===== src/rtl/clock_pkg.sv =====
// Shared types and constants for the time-setting controller and its helpers.
package clock_pkg;

    localparam int HOUR_W       = 5;
    localparam int MS_W         = 6;
    localparam int HOUR_MAX_DEF = 23;
    localparam int MS_MAX_DEF   = 59;
    localparam int TIMEOUT_W    = 8;

    typedef enum logic [2:0] {
        IDLE,
        SET_HOUR,
        SET_MIN,
        SET_SEC,
        COMMIT
    } set_state_t;

    typedef enum logic [1:0] {
        F_NONE,
        F_HOUR,
        F_MIN,
        F_SEC
    } edit_field_t;

    // Maps an editor state onto the field indicator shown to the display.
    function automatic edit_field_t field_of(input set_state_t s);
        case (s)
            SET_HOUR: return F_HOUR;
            SET_MIN:  return F_MIN;
            SET_SEC:  return F_SEC;
            default:  return F_NONE;
        endcase
    endfunction

endpackage


===== src/rtl/wrap_step.sv =====
// One-step up/down adjuster for a time field, wrapping between 0 and MAX.
module wrap_step #(
    parameter int W   = 6,
    parameter int MAX = 59
) (
    input  logic [W-1:0] i_value,
    input  logic         i_inc,
    input  logic         i_dec,
    output logic [W-1:0] o_next
);

    localparam logic [W-1:0] MAX_V = W'(MAX);

    // Inc and dec together cancel out; an out-of-range value is pulled back into 0..MAX.
    always_comb begin
        o_next = i_value;
        if (i_inc && !i_dec) begin
            o_next = (i_value >= MAX_V) ? '0 : i_value + W'(1);
        end else if (i_dec && !i_inc) begin
            o_next = ((i_value == '0) || (i_value > MAX_V)) ? MAX_V : i_value - W'(1);
        end
    end

endmodule


===== src/rtl/clock_set_ctrl.sv =====
// Time-setting controller: freezes the clock counter while the user edits
// hour/minute/second, then issues one atomic load of the edited time.
module clock_set_ctrl
    import clock_pkg::*;
#(
    parameter int TIMEOUT_SEC = 10,
    parameter int HOUR_MAX    = HOUR_MAX_DEF,
    parameter int MS_MAX      = MS_MAX_DEF
) (
    input  logic              i_clk,
    input  logic              i_rstn,
    input  logic              i_sec_tick,
    input  logic [HOUR_W-1:0] i_cur_hour,
    input  logic [MS_W-1:0]   i_cur_minute,
    input  logic [MS_W-1:0]   i_cur_second,
    input  logic              i_btn_mode,
    input  logic              i_btn_inc,
    input  logic              i_btn_dec,
    input  logic              i_btn_cancel,
    output logic              o_pause,
    output logic              o_load,
    output logic [HOUR_W-1:0] o_load_hour,
    output logic [MS_W-1:0]   o_load_minute,
    output logic [MS_W-1:0]   o_load_second,
    output logic [1:0]        o_edit_field,
    output logic              o_blink,
    output logic              o_busy
);

    localparam logic [TIMEOUT_W-1:0] TIMEOUT_LAST = TIMEOUT_W'(TIMEOUT_SEC - 1);

    set_state_t           r_state;
    set_state_t           w_next_state;

    logic [HOUR_W-1:0]    r_hour;
    logic [MS_W-1:0]      r_minute;
    logic [MS_W-1:0]      r_second;
    logic [TIMEOUT_W-1:0] r_timeout;

    logic                 r_pause;
    logic                 r_load;
    logic                 r_blink;
    logic                 r_busy;
    edit_field_t          r_field;

    logic                 w_pause_d;
    logic                 w_load_d;
    logic                 w_blink_d;
    logic                 w_busy_d;
    edit_field_t          w_field_d;
    logic [TIMEOUT_W-1:0] w_timeout_d;

    logic                 w_in_set;
    logic                 w_next_in_set;
    logic                 w_any_btn;
    logic                 w_timeout_hit;
    logic                 w_abort;
    logic                 w_edit_en;

    logic [HOUR_W-1:0]    w_hour_step;
    logic [MS_W-1:0]      w_minute_step;
    logic [MS_W-1:0]      w_second_step;

    assign w_in_set      = (r_state == SET_HOUR) || (r_state == SET_MIN) || (r_state == SET_SEC);
    assign w_next_in_set = (w_next_state == SET_HOUR) || (w_next_state == SET_MIN) ||
                           (w_next_state == SET_SEC);
    assign w_any_btn     = i_btn_mode || i_btn_inc || i_btn_dec || i_btn_cancel;

    // A button on the same edge as the final tick keeps the edit alive.
    assign w_timeout_hit = w_in_set && i_sec_tick && !w_any_btn && (r_timeout == TIMEOUT_LAST);
    assign w_abort       = w_in_set && (i_btn_cancel || w_timeout_hit);

    // Field edits only happen when neither cancel nor mode claims the cycle.
    assign w_edit_en     = w_in_set && !i_btn_cancel && !i_btn_mode;

    wrap_step #(.W(HOUR_W), .MAX(HOUR_MAX)) u_hour_step (
        .i_value (r_hour),
        .i_inc   (w_edit_en && (r_state == SET_HOUR) && i_btn_inc),
        .i_dec   (w_edit_en && (r_state == SET_HOUR) && i_btn_dec),
        .o_next  (w_hour_step)
    );

    wrap_step #(.W(MS_W), .MAX(MS_MAX)) u_minute_step (
        .i_value (r_minute),
        .i_inc   (w_edit_en && (r_state == SET_MIN) && i_btn_inc),
        .i_dec   (w_edit_en && (r_state == SET_MIN) && i_btn_dec),
        .o_next  (w_minute_step)
    );

    wrap_step #(.W(MS_W), .MAX(MS_MAX)) u_second_step (
        .i_value (r_second),
        .i_inc   (w_edit_en && (r_state == SET_SEC) && i_btn_inc),
        .i_dec   (w_edit_en && (r_state == SET_SEC) && i_btn_dec),
        .o_next  (w_second_step)
    );

    // State register.
    always_ff @(posedge i_clk) begin
        if (!i_rstn) begin
            r_state <= IDLE;
        end else begin
            r_state <= w_next_state;
        end
    end

    // Next-state decode: cancel/timeout beats mode, commit always returns to idle.
    always_comb begin
        w_next_state = r_state;
        case (r_state)
            IDLE: begin
                if (i_btn_mode) w_next_state = SET_HOUR;
            end
            SET_HOUR: begin
                if (w_abort)         w_next_state = IDLE;
                else if (i_btn_mode) w_next_state = SET_MIN;
            end
            SET_MIN: begin
                if (w_abort)         w_next_state = IDLE;
                else if (i_btn_mode) w_next_state = SET_SEC;
            end
            SET_SEC: begin
                if (w_abort)         w_next_state = IDLE;
                else if (i_btn_mode) w_next_state = COMMIT;
            end
            COMMIT:   w_next_state = IDLE;
            default:  w_next_state = IDLE;
        endcase
    end

    // Output decode from the upcoming state so every output comes straight from a flop.
    always_comb begin
        w_pause_d = (w_next_state != IDLE);
        w_busy_d  = (w_next_state != IDLE);
        w_load_d  = (w_next_state == COMMIT);
        w_field_d = field_of(w_next_state);

        w_blink_d = 1'b0;
        if (w_next_in_set) begin
            w_blink_d = w_in_set ? (r_blink ^ i_sec_tick) : 1'b1;
        end

        w_timeout_d = '0;
        if (w_in_set && w_next_in_set && !w_any_btn) begin
            w_timeout_d = i_sec_tick ? (r_timeout + TIMEOUT_W'(1)) : r_timeout;
        end
    end

    // Registered outputs and the inactivity counter.
    always_ff @(posedge i_clk) begin
        if (!i_rstn) begin
            r_pause   <= 1'b0;
            r_load    <= 1'b0;
            r_blink   <= 1'b0;
            r_busy    <= 1'b0;
            r_field   <= F_NONE;
            r_timeout <= '0;
        end else begin
            r_pause   <= w_pause_d;
            r_load    <= w_load_d;
            r_blink   <= w_blink_d;
            r_busy    <= w_busy_d;
            r_field   <= w_field_d;
            r_timeout <= w_timeout_d;
        end
    end

    // Shadow time: snapshot the live counter on entry, then apply field edits.
    always_ff @(posedge i_clk) begin
        if (!i_rstn) begin
            r_hour   <= '0;
            r_minute <= '0;
            r_second <= '0;
        end else if ((r_state == IDLE) && i_btn_mode) begin
            r_hour   <= i_cur_hour;
            r_minute <= i_cur_minute;
            r_second <= i_cur_second;
        end else if (w_edit_en) begin
            r_hour   <= w_hour_step;
            r_minute <= w_minute_step;
            r_second <= w_second_step;
        end
    end

    assign o_pause       = r_pause;
    assign o_load        = r_load;
    assign o_blink       = r_blink;
    assign o_busy        = r_busy;
    assign o_edit_field  = r_field;
    assign o_load_hour   = r_hour;
    assign o_load_minute = r_minute;
    assign o_load_second = r_second;

endmodule


===== config.mk =====
export PLATFORM = sky130hd
export DESIGN_NAME = clock_set_ctrl
export DESIGN_NICKNAME = d
export VERILOG_FILES = /design/src/rtl/clock_pkg.sv /design/src/rtl/wrap_step.sv /design/src/rtl/clock_set_ctrl.sv
export SDC_FILE = /design/constraint.sdc
export NUM_CORES = 1
export LEC_CHECK = 0
export ABC_AREA = 1
export CORE_MARGIN = 1.5
export CORE_UTILIZATION = 39
export CTS_CLUSTER_DIAMETER = 120
export CTS_CLUSTER_SIZE = 25
export DETAILED_ROUTE_END_ITERATION = 8
export DONT_BUFFER_PORTS = 1
export PLACE_DENSITY = 0.64
export SLEW_MARGIN = 20
export SYNTH_ARGS = -nofsm -noshare
export SYNTH_HDL_FRONTEND = slang
export SYNTH_HIERARCHICAL = 1
export SYNTH_SLANG_ARGS = --single-unit

===== constraint.sdc =====
create_clock -name i_clk -period 2.13 [get_ports i_clk]
set_input_delay 0.3195 -clock i_clk [delete_from_list [all_inputs] [get_ports i_clk]]
set_output_delay 0.3195 -clock i_clk [all_outputs]
set_load 0.01 [all_outputs]

==> results of run 1 <==
-- cell type report --
class	count	area, um^2
multi-input cells	322	1740
fillers	714	3910
flip-flops and latches	33	662
clock inverters	1	5.00
inverters	49	184
well taps	80	100
clock buffers	7	96.3
repair buffers	4	30.0
-- per-stage QoR --
step | hold slack [ps] | TNS, ps | worst slack, ps | area, um^2 | power, W
final | 173 | 0 | 252 | 2810 | 0.00180
after global placement | 461 | 0 | 257 | 2710 | 0.00127
after floorplan | 495 | 0 | 193 | 2680 | 0.00120
after detailed placement | 469 | 0 | 225 | 2710 | 0.00128
after global routing | 167 | -5.67 | -5.67 | 2810 | 0.00193
after CTS | 159 | 0 | 190 | 2810 | 0.00181
-- cell usage after synthesis, drive strengths merged --
master | number | area, um^2
a211oi | 1 | 7.51
nand4 | 27 | 169
clkinv | 2 | 7.51
xor2 | 10 | 87.6
ha | 10 | 125
inv | 47 | 176
clkbuf | 4 | 15.0
nand2 | 121 | 494
nor2 | 52 | 223
nor3 | 4 | 30.0
xnor2 | 5 | 43.8
nand3 | 43 | 268
dfxtp | 33 | 661
buf | 13 | 90.1
o21ai | 25 | 129
a31oi | 17 | 106
a21oi | 5 | 32.5
o31ai | 2 | 15.0
-- cells in the final DEF, fill, tap and decap left out, drive strengths merged --
cell,netlist,final
o31ai,2,2
xor2,10,10
a211oi,1,1
a21oi,5,5
ha,10,10
inv,47,47
o21ai,25,25
buf,13,4
nand4,27,27
clkinv,2,3
nand2,121,121
a31oi,17,17
xnor2,5,5
clkbuf,4,7
nand3,43,43
dfxtp,33,33
nor2,52,52
nor3,4,4
-- sequential cells by signal (all words and copies together) (netlist names) --
signal         count
o_busy             1
r_timeout          8
o_load_hour        5
o_edit_field       2
o_load             1
o_load_minute      6
o_load_second      6
r_state            3
o_blink            1
-- cells by family (layout without fill, tap and decap cells) --
kind of cell               count (synthesis)  after routing  synth area share
AOI/OAI and AO/OA                         50             50             0.108
and+or+nand+nor                          247            247             0.442
xor gates and xnor gates                  15             15            0.0490
DFF                                       33             33             0.246
adders and majority gates                 10             10            0.0467
buffers and inverters                     66             61             0.108
-- report_power, final --
group	switching, W	internal [W]	leakage, nW
sequential	0.000138	0.000671	0.271
combinational	0.000285	0.000174	0.923
clock	0.000240	0.000292	0.0542
total	0.000663	0.00114	1.25
-- final timing paths --
kind | startpoint | endpoint | depth (start not counted)
max | r_state[1]$_SDFF_PN0_ | o_load_minute[5]$_SDFFE_PN0P_ | 13
min | i_rstn | o_load_hour[0]$_SDFFE_PN0P_ | 2
max reg2reg | r_state[1]$_SDFF_PN0_ | o_load_minute[5]$_SDFFE_PN0P_ | 13
min reg2reg | r_timeout[7]$_SDFFE_PN0P_ | r_timeout[7]$_SDFFE_PN0P_ | 2
-- worst max-delay path, stage by stage (launching register included) --
cell,delay (ps)
dfxtp_1,450
nand2_1,140
inv_1,90
nand3_1,80
nor2_1,160
nand2_2,120
nor2_2,190
nand3_1,100
nand2_1,100
nand3_2,60
nand2_1,70
nand2_1,50
nand2_1,60
a31oi_1,70
-- routing by layer --
layer  track usage  part of all wire
met2         0.310              0.46
met4        0.0689             0.011
met5             0                 0
met1         0.254              0.47
met3        0.0472             0.060
-- what timing repair did --
item	CTS	global route
hold endpoints to repair	0	0
endpoints found under the setup margin	0	5
resized for setup	0	3
==> metrics, run 1 <==
status completed; CP max FO 5; Syn Inst Count 421; share of layout cells above drive strength 1 0.132; Pwr Density between 600 and 700 nW/um^2; Cell Area, Synth 2680 um^2; Vias 2660; gpl congestion 0.887; setup bufs post-CTS 0; Crit path arrival time 2030 ps; CTS tree built; Tmin final 1880 ps; syn nets 455; die area 7380 um^2; # rows 30; # clock sinks 33; Final Non-Filler Cells roughly 500; Initial Utilization 0.399; H-tree depth 2; Overflow after GRT 0; kind of critical path flop to flop; antenna violations before repair 0; placed insts between 400 and 500; Final Slew Violations 0; Max-slew headroom 0.634; final period utilization 0.882; Clock Latency Late Sink between 200 and 300 ps; number of global-route vias before repair 2465; DR vias/cell 5.36; leakage roughly 1.2 nW; io pins 47; nets between 400 and 500; number of I/O port buffers 0; VDD IR-drop max 0.373 mV; drt initial violations around 100; antenna viol nets, final 0; Chip Height approximately 86 um; Num CTS Buffers 5; die width 85.9 um; HPWL Detailed 4870 um; fmax 532 MHz; Cell variety after synth 32; Worst setup EP type flop; clock buffer depth 2; ANT cells 0; final wirelength 6620 um; Core ar. between 6000 and 7000 um^2; DRC violations left 0; Worst Hold Class primary input to flop; CP required 2280 ps; Synthesis Warnings 6; root buffer cell clkbuf_8; flop2flop setup slack 250 ps; area growth from synthesis to layout 4.95%; Routed WL per cell ~13 um; router iterations before antenna repair 4; Seq/Total Area, Yosys 0.246; Synth Register Bits 33; Max Cap Viol 0; Post-CTS Hold Buffers 0; Post-Syn Area per Cell about 6.4 um^2; Final Util 0.419; largest net degree at the start of global routing 35; worst-margin pin slew 546 ps; Fin. Hold Viols 0; Reg clk slew, reported paths roughly 70 ps; total track usage 0.194; first-pass GRT wire length 11500 um; Worst Skew 4.94 ps; Finish-stage setup viols 0; CP Launch Type flop
Note: power is estimated with default switching activity, not from simulation.
==> inputs of run 2 (changes only) <==
Settings changed: CTS_BUF_LIST set to sky130_fd_sc_hd__clkbuf_8.
==> results of run 2 <==
Final layout, timing and power as in run 1 (identical DEF).
